$ cat src/rtl/multi_cycle_control.sv
// Multi-cycle MIPS control sequencer: walks each instruction through fetch, decode, execute,
// memory and writeback, handshaking with a variable-latency shared memory port.
module multi_cycle_control #(
    parameter int unsigned MEM_TIMEOUT = 16
) (
    input  logic       clk,
    input  logic       reset_n,
    input  logic [5:0] opcode,
    input  logic [5:0] funct,
    input  logic       zero,
    input  logic       mem_ready,
    output logic       mem_req,
    output logic       mem_write,
    output logic       i_or_d,
    output logic       ir_write,
    output logic       pc_write,
    output logic       pc_src,
    output logic       alu_src_a,
    output logic [1:0] alu_src_b,
    output logic [3:0] alu_op,
    output logic       reg_write,
    output logic       reg_dst,
    output logic       mem_to_reg,
    output logic       retire,
    output logic       illegal_instr,
    output logic       mem_timeout
);

    localparam int unsigned CNT_W = (MEM_TIMEOUT > 1) ? $clog2(MEM_TIMEOUT) : 1;

    localparam logic [3:0] ALU_ADD  = 4'b0000;
    localparam logic [3:0] ALU_SUB  = 4'b0001;
    localparam logic [3:0] ALU_AND  = 4'b0010;
    localparam logic [3:0] ALU_OR   = 4'b0011;
    localparam logic [3:0] ALU_NOR  = 4'b0100;
    localparam logic [3:0] ALU_XOR  = 4'b0101;
    localparam logic [3:0] ALU_SLT  = 4'b1001;
    localparam logic [3:0] ALU_SLTU = 4'b1010;

    typedef enum logic [3:0] {
        S_START, S_FETCH, S_DECODE, S_EXEC_R, S_RWB,
        S_ADDR, S_MEM_RD, S_LWB, S_MEM_WR, S_BRANCH
    } state_t;

    state_t             state, state_nxt;
    logic [CNT_W-1:0]   wait_cnt, wait_cnt_nxt;
    logic               wait_expired;
    logic               r_legal;
    logic [3:0]         r_alu_op;

    // R-type funct decode, shared by DECODE (legality) and EXEC_R (ALU op)
    always_comb begin
        r_legal  = 1'b1;
        r_alu_op = ALU_ADD;
        case (funct)
            6'h20, 6'h21: r_alu_op = ALU_ADD;
            6'h22, 6'h23: r_alu_op = ALU_SUB;
            6'h24:        r_alu_op = ALU_AND;
            6'h25:        r_alu_op = ALU_OR;
            6'h26:        r_alu_op = ALU_XOR;
            6'h27:        r_alu_op = ALU_NOR;
            6'h2A:        r_alu_op = ALU_SLT;
            6'h2B:        r_alu_op = ALU_SLTU;
            default:      r_legal  = 1'b0;
        endcase
    end

    always_ff @(posedge clk or negedge reset_n) begin
        if (!reset_n) begin
            state    <= S_START;
            wait_cnt <= '0;
        end else begin
            state    <= state_nxt;
            wait_cnt <= wait_cnt_nxt;
        end
    end

    // Next state and control decode; the wait counter only survives while stalled in a memory state
    always_comb begin
        state_nxt     = state;
        wait_cnt_nxt  = '0;
        wait_expired  = (wait_cnt == CNT_W'(MEM_TIMEOUT - 1));
        mem_req       = 1'b0;
        mem_write     = 1'b0;
        i_or_d        = 1'b0;
        ir_write      = 1'b0;
        pc_write      = 1'b0;
        pc_src        = 1'b0;
        alu_src_a     = 1'b0;
        alu_src_b     = 2'b00;
        alu_op        = ALU_ADD;
        reg_write     = 1'b0;
        reg_dst       = 1'b0;
        mem_to_reg    = 1'b0;
        retire        = 1'b0;
        illegal_instr = 1'b0;
        mem_timeout   = 1'b0;

        case (state)
            S_START: state_nxt = S_FETCH;
            S_FETCH: begin
                mem_req   = 1'b1;
                alu_src_b = 2'b01;
                if (mem_ready) begin
                    ir_write  = 1'b1;
                    pc_write  = 1'b1;
                    state_nxt = S_DECODE;
                end else if (wait_expired) begin
                    mem_timeout = 1'b1;
                    state_nxt   = S_FETCH;
                end else begin
                    wait_cnt_nxt = wait_cnt + CNT_W'(1);
                end
            end
            S_DECODE: begin
                alu_src_b = 2'b11;
                if (opcode == 6'h00 && r_legal) begin
                    state_nxt = S_EXEC_R;
                end else if (opcode == 6'h23 || opcode == 6'h2B) begin
                    state_nxt = S_ADDR;
                end else if (opcode == 6'h04) begin
                    state_nxt = S_BRANCH;
                end else begin
                    illegal_instr = 1'b1;
                    state_nxt     = S_FETCH;
                end
            end
            S_EXEC_R: begin
                alu_src_a = 1'b1;
                alu_op    = r_alu_op;
                state_nxt = S_RWB;
            end
            S_RWB: begin
                reg_write = 1'b1;
                reg_dst   = 1'b1;
                retire    = 1'b1;
                state_nxt = S_FETCH;
            end
            S_ADDR: begin
                alu_src_a = 1'b1;
                alu_src_b = 2'b10;
                state_nxt = (opcode == 6'h23) ? S_MEM_RD : S_MEM_WR;
            end
            S_MEM_RD: begin
                mem_req = 1'b1;
                i_or_d  = 1'b1;
                if (mem_ready) begin
                    state_nxt = S_LWB;
                end else if (wait_expired) begin
                    mem_timeout = 1'b1;
                    state_nxt   = S_FETCH;
                end else begin
                    wait_cnt_nxt = wait_cnt + CNT_W'(1);
                end
            end
            S_LWB: begin
                reg_write  = 1'b1;
                mem_to_reg = 1'b1;
                retire     = 1'b1;
                state_nxt  = S_FETCH;
            end
            S_MEM_WR: begin
                mem_req   = 1'b1;
                mem_write = 1'b1;
                i_or_d    = 1'b1;
                if (mem_ready) begin
                    retire    = 1'b1;
                    state_nxt = S_FETCH;
                end else if (wait_expired) begin
                    mem_timeout = 1'b1;
                    state_nxt   = S_FETCH;
                end else begin
                    wait_cnt_nxt = wait_cnt + CNT_W'(1);
                end
            end
            S_BRANCH: begin
                alu_src_a = 1'b1;
                alu_op    = ALU_SUB;
                pc_src    = 1'b1;
                pc_write  = zero;
                retire    = 1'b1;
                state_nxt = S_FETCH;
            end
            default: state_nxt = S_START;
        endcase
    end

endmodule

$ cat config.mk
export PLATFORM = sky130hd
export DESIGN_NAME = multi_cycle_control
export DESIGN_NICKNAME = d
export VERILOG_FILES = /design/src/rtl/multi_cycle_control.sv
export SDC_FILE = /design/constraint.sdc
export NUM_CORES = 1
export LEC_CHECK = 0
export ABC_AREA = 1
export CORE_ASPECT_RATIO = 1.1
export CORE_UTILIZATION = 35
export DETAILED_ROUTE_END_ITERATION = 10
export GPL_TIMING_DRIVEN = 0
export PLACE_DENSITY = 0.69
export SYNTH_ARGS = -nofsm -noshare
export SYNTH_HDL_FRONTEND = slang
export SYNTH_SLANG_ARGS = --single-unit
$ cat constraint.sdc
create_clock -name clk -period 1.6 [get_ports clk]
set_input_delay 0.24 -clock clk [delete_from_list [all_inputs] [get_ports clk]]
set_output_delay 0.24 -clock clk [all_outputs]
set_load 0.01 [all_outputs]
======== After elaboration in Yosys (flattened, before gate mapping) ========
Index checks and enable logic that the tools add are counted.
storage, ports and cells
  register bits ........................... 8
  output and inout bits ................... 19
operators by class
  add/sub/neg operators ................... 1
  eq/ne operators ......................... 23
  muxes and demuxes ....................... 35
  reductions and logical operators ........ 12
operator list
  kind                   number
  $eq A6 B6 Y1 const B   12
  $pmux W4 S7            2
  $mux W4                11
  $mux W1                18
  $eq A4 B3 Y1 const B   4
  $eq A4 B4 Y1 const B   3
  $reduce_or A10 Y1      1
  $reduce_or A3 Y1       3
  $eq A4 B2 Y1 const B   2
  $pmux W4 S2            1
  $eq A6 B3 Y1 const B   1
  $logic_not A6 Y1       1
  $pmux W2 S3            1
  $reduce_or A2 Y1       3
  $add A4 B1 Y4 const B  1
  $eq A4 B1 Y1 const B   1
  $logic_not A4 Y1       1
  $pmux W1 S2            2
  $reduce_or A4 Y1       1
  $logic_and A1 B1 Y1    1
  $logic_or A1 B1 Y1     1

======== Longest topological paths before layout ========
Gate-level depths: netlist of run 1.
  depth in word-level cells ............... 6
  gate-level depth with buffers ........... 8

======== Worst setup path after synthesis of run 1 ========
No wires, ideal clock.
  path kind ............................... reg-to-output
  from .................................... register state[0]
  to ...................................... output pc_write
  arrival time ............................ 1.084 ns
  data required time ...................... 1.360 ns
  path slack .............................. 0.276 ns
  stages on the path, launching flop included .. 7
  path through ............................ dfrtp_1 -> inv_2 -> nor2_2 -> nand2_2 -> nor2_1 -> inv_1 -> nand2_1
between the ends
  longest elaborated chain between the ends .. 2
  elaborated cells between the ends (all ways) .. 3
  classes of those cells .................. eq/ne: 2; mux: 1
RTL lines
  element                                       RTL line  RTL
  from (decl)                                   45        state_t state, state_nxt;
  from (signal assigned)                        73        state <= state_nxt;
  $eq A4 B4 Y1 or $eq A4 B1 Y1 (tied branches)  99        case (state)
  $pmux W1 S2 *                                 99
  to (decl)                                     16        output logic pc_write,
Every way passes the cells marked *; elsewhere a longest branch is shown, timed or not.

======== Final worst setup path of run 1 ========
  from .................................... register state[2]
  to ...................................... output alu_op[0]
between the ends
  longest elaborated chain between the ends .. 2
  elaborated cells between the ends (all ways) .. 3
  classes of those cells .................. eq/ne: 2; mux: 1
RTL lines
  element                                       RTL line  RTL
  $eq A4 B4 Y1 or $eq A4 B2 Y1 (tied branches)  99
  $pmux W4 S2 *                                 99
  to (decl)                                     20        output logic [3:0] alu_op,
Marks and branches as above.

==> key figures, run 1 <==
Worst setup path
  – Critical path startpoint category: flop
  – Worst EP arrival: 1.58 ns
  – CP Class: reg -> out
  – Req. time, crit path: 1.36 ns
  – Critical path peak fanout: 5
  – Worst setup EP type: output pin

Die
  – Num rows: 17
  – Die width: about 47 um
  – Die area: about 2400 um2
  – I/O Pins: 35
  – Chip Height: 51.5 um
  – Initial Util: 0.378
  – Placeable Area: roughly 2100 um2

CTS
  – CTS Buffer Depth: 2
  – CTS clock-pin slew for the worst setup and hold paths: 0.06 ns
  – Clock buffer count from CTS: 3
  – Clock latency on the worst-skew pair: 0.26 ns
  – Clk Tree Root Cell: clkbuf_4
  – TritonCTS clock tree: built
  – H-tree depth: 1
  – CTS hold repair buffers: 0
  – Sink Count: 8

Run status
  – Violated checks: setup timing
  – Outcome: finished with violations

Route
  – DR pass1 iterations: 4
  – DR iter-0 viols: 35
  – Routed vias: 1114
  – Met1 WL: roughly 1000 um
  – Metal2 WL: roughly 1600 um
  – DR vias/cell: between 5 and 6
  – Post-route antenna net violation count: 0
  – Met3 WL: roughly 190 um
  – Top routing layer in use: met4
  – DRC errors left: 0
  – Avg WL per Cell: ~13 um
  – Routed wire length: 2870 um

Power and ir drop
  – Power share of the combinational group: 0.765
  – Sequential Power Share: 0.164
  – Clock share of power: 0.071
  – Int Pwr: ~1.2 mW
  – Leakage power: around 0.8 nW
  – Power Dens Cells: roughly 1600 nW/um2
  – Sw power: around 1.1 mW
  – Switching share of power: 0.475
  – IR drop worst, VDD: around 0.00087 V
  – Power Total: ~2.3 mW

Finish
  – Antenna cell count: 0
  – Final instance area: between 1000 and 1500 um2
  – NumNets Final: ~210
  – Area growth, synth to finish: 81.7%
  – Share of layout cells above drive strength 1: 0.404
  – Non-Filler Instances: between 200 and 250
  – Core Util, Final: 0.688

GRT
  – Initial antenna violation count: 0
  – Largest net degree at the start of global routing: 9
  – Vias in the first global route: slightly above 1000
  – GR Util All Layers: 0.249
  – Aggregate global routing overflow: 0
  – First-pass GRT wire length: roughly 4300 um

Placement
  – Placed cells: between 150 and 200
  – Dpl hpwl: ~1700 um
  – Placed Instance Area: about 1200 um2
  – IO buf count: 34
  – Placer Congestion: ~0.85

Yosys
  – Synth top area share: 0.256
  – Sequential area share after synthesis: 0.256
  – Post-synth EDFFs: 0
  – Most frequent cell after synthesis: nand2_1
  – Syn Inst Count: between 100 and 150
  – #FFs+latches synth: 8
  – Asr flop ratio synth: 1.00
  – Mapped Nets: 152
  – Syn avg cell area: 5.78 um2
  – Distinct cells, synth: 19
  – Post-synth top area cell: dfrtp_1
  – Main synth FF type: dfrtp_1
  – Largest cells by area after synthesis: dfrtp_1 (26%), nand2_1 (15%), inv_1 (13%)
  – Mapped Area: just under 800 um2
  – Yosys warning count: 0
  – Synth cell count leaders: nand2_1 (31), inv_1 (28), nor2_1 (20)

STA
  – Min Hold Slack: 0.264 ns
  – Final setup vio count: 12
  – Min Tclk post-route: between 1.5 and 2 ns
  – Final Max Tran Viols: 0
  – Fmax: between 0.5 and 0.6 GHz
  – Worst Skew: 0.00918 ns
  – Final Cycle Share: 1.14
  – Relative slew slack: 0.748
  – Actual slew at the worst max-slew pin: approximately 0.38 ns
  – RSZ-0062 raised after global routing: true
  – Endpoints failing hold: 0
  – Worst setup margin: -0.223 ns

Flow run
  – MaxCap Viol Count: 0

Min path
  – Worst Hold Class: in -> async
[worst paths after layout]
kind,startpoint,to,slack [ns],cells past startpoint
max in group asynchronous,reset_n,state[1]$_DFF_PN0_,1.05,1
min in group clk,wait_cnt[0]$_DFF_PN0_,wait_cnt[0]$_DFF_PN0_,0.55,2
worst min-delay path,reset_n,state[2]$_DFF_PN0_,0.26,1
worst max-delay path,state[2]$_DFF_PN0_,alu_op[0],-0.22,9
worst min register to register,wait_cnt[0]$_DFF_PN0_,wait_cnt[0]$_DFF_PN0_,0.55,2
worst max register to register,state[2]$_DFF_PN0_,wait_cnt[0]$_DFF_PN0_,0.10,9
[cells in the final DEF (no fill, tap or decap), drive strengths merged]
cell type / n
nand4: 2
nand2: 33
nor3: 6
dfrtp: 8
o22ai: 1
or2: 1
inv: 30
o211ai: 2
o21ai: 3
nor2: 24
clkdlybuf4s50: 12
ha: 1
dlygate4sd2: 4
nand3: 20
clkbuf: 7
buf: 35
a21oi: 3
xor2: 1
[power groups by stage]
stage / Clock, mW / Combinational, mW / Sequential, mW
finish: 0.160 / 1.72 / 0.371
global route: 0.173 / 1.85 / 0.377
CTS: 0.157 / 1.48 / 0.360
detailed placement: 0 / 1.06 / 0.367
global placement: 0 / 1.04 / 0.365
floorplan: 0 / 0.594 / 0.346
[per-layer routing]
metal	up-vias	global-route usage
li1	540	-
met1	508	0.272
met2	57	0.442
met3	9	0.0486
met4	0	0.119
met5	-	0
[critical path: stages, from the launching register on]
cell	delay, ns
dfrtp_1	0.42
buf_6	0.14
nor2_4	0.12
buf_12	0.12
buf_6	0.09
nand3_4	0.10
inv_2	0.08
nand2_1	0.06
nand2_1	0.06
buf_2	0.13
[timing repair]
action                                  in CTS  in global routing
setup buffers                               15                  6
endpoints found under the setup margin      19                 19
pin swaps                                    9                  4
resized for setup                           96                 21
[sequential cells by signal, summed over array words and instances (netlist names)]
| register | count |
|---|---|
| wait_cnt | 4 |
| state | 4 |
[cell type report]
cell class              count  area [um2]
flip-flops and latches      8         204
well taps                  28        35.0
multi-input cells          97         586
repair buffers             55         454
clock buffers               3        22.5
fillers                   195         644
inverters                  30         118
[through the flow]
step                      setup TNS (ns)  setup WS, ns
after floorplan                        0         0.276
after global placement             -5.23        -0.777
after detailed placement           -5.53        -0.821
after CTS                         -0.927        -0.172
after global routing               -2.25        -0.295
final                              -1.40        -0.223
[cell families after synthesis]
family | count (synthesis) | share of synthesized area
flops | 8 | 0.256
compound gates | 9 | 0.0657
xor+xnor | 1 | 0.0112
fa+ha+maj | 1 | 0.0160
buf+inv | 30 | 0.144
simple gates | 86 | 0.506
No activity file was read; power rests on OpenSTA's default activity.
==> inputs of run 2 (changes only) <==
==> constraint.sdc (replaced) <==
create_clock -name clk -period 1.9 [get_ports clk]
set_input_delay 0.285 -clock clk [delete_from_list [all_inputs] [get_ports clk]]
set_output_delay 0.285 -clock clk [all_outputs]
set_load 0.01 [all_outputs]
==> run 2 against run 1 <==
- the flow now finishes without violations
- register-to-register slack better by 0.37 ns
- sequential power is 13% lower
- die area stayed put
- global-route usage is 2.5 points lower
- non-clock buffer count is 11 lower
- sequential cell count stayed put
- largest power group unchanged
- critical path type unchanged
- utilization is 4.2 points lower
- clock skew is 0.0070 ns lower
- count of clock-buffer cells in the layout stayed put
- total power is 32% lower
- combinational power is 37% lower
==> key figures, run 2 (synthesized netlist as in run 1, its figures left out) <==
Die
  – Die width: between 40 and 50 um
  – Die area: 2420 um2
  – I/O Pins: 35
  – Chip Height: 51.5 um
  – Placeable Area: 2060 um2
  – Num rows: 17
  – Initial Util: 0.378

GRT
  – First-pass GRT wire length: 3890 um
  – Initial antenna violation count: 0
  – Aggregate global routing overflow: 0
  – GR Util All Layers: 0.225
  – Largest net degree at the start of global routing: 9
  – Vias in the first global route: approximately 970

Finish
  – Biggest regs: state (4), wait_cnt (4)
  – Commonest non-fill, non-tap cell in the layout: nand2_1
  – NumNets Final: 201
  – Most frequent cells in the layout: nand2_1 (29), inv_1 (27), nand3_1 (16), nor2_1 (15), clkdlybuf4s50_1 (15)
  – Reg area: about 200 um2
  – Multi-input gate area: roughly 550 um2
  – Share of layout cells above drive strength 1: 0.231
  – Fillers: around 210
  – Antenna cell count: 0
  – Area growth, synth to finish: 70.7%

Run status
  – Outcome: finished, final reports clean

CTS
  – CTS clock-pin slew for the worst setup and hold paths: 0.05 ns
  – CTS hold repair buffers: 0
  – CTS Buffer Depth: 2
  – Sink Count: 8
  – TritonCTS clock tree: built
  – H-tree depth: 1
  – Clock buffer count from CTS: 3
  – Clock latency on the worst-skew pair: about 0.25 ns
  – Clk Tree Root Cell: clkbuf_4

Route
  – DRC errors left: 0
  – DR vias/cell: between 4 and 5
  – Routed vias: about 1000
  – Avg WL per Cell: about 11 um
  – Routed wire length: between 2000 and 2500 um
  – DR pass1 iterations: 4
  – Post-route antenna net violation count: 0
  – DR iter-0 viols: 15

Worst setup path
  – RR Startpoint: state[0]$_DFF_PN0_
  – Req. time, crit path: 1.62 ns
  – CP Class: reg -> out
  – Worst EP arrival: 1.54 ns
  – Critical path startpoint category: flop
  – Critical path peak fanout: 5
  – Worst setup EP type: output pin
  – CP Launch Point: state[0]$_DFF_PN0_

Flow run
  – MaxCap Viol Count: 0

STA
  – Setup TNS Final: 0 ns
  – Fmax: 0.549 GHz
  – Final Max Tran Viols: 0
  – Worst Skew: between 0.002 and 0.0025 ns
  – Final setup vio count: 0
  – Actual slew at the worst max-slew pin: about 0.37 ns
  – Endpoints failing hold: 0
  – Worst setup margin: 0.0778 ns
  – Min Tclk post-route: 1.82 ns
  – Relative slew slack: 0.755
  – Final Cycle Share: 0.959
  – RSZ-0062 raised after global routing: false

Power and ir drop
  – Power Dens Cells: ~1200 nW/um2
  – Leakage power: 0.804 nW
  – Power Total: about 1.5 mW
  – IR drop worst, VDD: 0.000655 V

Placement
  – Dpl hpwl: 1720 um
  – Pre-CTS WS: -0.611 ns
  – Placer Congestion: 0.850
  – IO buf count: 34

Min path
  – Worst Hold Class: in -> async
[run 2: critical path, stage by stage, from the launching register on]
cell and delay, ns:
dfrtp_2 0.46, nor2_2 0.13, nand3_2 0.11, inv_1 0.06, clkdlybuf4s50_1 0.52
[run 2: worst paths after layout]
path / end / slack, ns / depth (start not counted)
worst max-delay path: mem_write / 0.08 / 4
worst min-delay path: state[0]$_DFF_PN0_ / 0.32 / 1
worst max register to register: wait_cnt[0]$_DFF_PN0_ / 0.47 / 8
worst min register to register: wait_cnt[0]$_DFF_PN0_ / 0.55 / 2
max in group asynchronous: state[2]$_DFF_PN0_ / 1.30 / 1
min in group clk: wait_cnt[0]$_DFF_PN0_ / 0.55 / 2
[run 2: metal layers]
metal,track usage,up-vias,share of wire
met5,0,-,0
li1,-,518,-
met1,0.237,462,0.39
met4,0.0714,0,0
met2,0.421,32,0.55
met3,0.0486,0,0.053
[run 2: through the flow]
step	area, um2	hold WS, ns	std cells	util
after global routing	1330	0.330	210	0.646
final	1330	0.317	210	0.646
after detailed placement	1160	0.542	197	0.560
after CTS	1300	0.321	208	0.631
after floorplan	781	-0.0106	135	-
after global placement	1160	0.524	197	0.560
[run 2: layout make-up]
type	count	area share
tap	28	0.0263
multi-input combinational	97	0.410
timing repair buffer	44	0.308
inverter	30	0.0845
sequential	8	0.154
clock buffer	3	0.0169
[run 2: timing repair]
| action | CTS | global route |
|---|---|---|
| pin swaps | 6 | 4 |
| resized for setup | 36 | 16 |
| setup endpoints to repair | 17 | 11 |
| setup buffers | 8 | 2 |
[run 2: where the power goes]
group | switching (mW) | total, mW | internal (mW)
clock | 0.0551 | 0.127 | 0.0721
sequential | 0.0893 | 0.321 | 0.232
combinational | 0.598 | 1.09 | 0.492
total | 0.742 | 1.54 | 0.797
==> inputs of run 3 (changes only) <==
--- a/config.mk
+++ b/config.mk
@@ -14,3 +14,4 @@
 export SYNTH_ARGS = -nofsm -noshare
 export SYNTH_HDL_FRONTEND = slang
 export SYNTH_SLANG_ARGS = --single-unit
+export TNS_END_PERCENT = 100
==> results of run 3 <==
No change in the layout: final DEF, timing and power equal those of run 2.
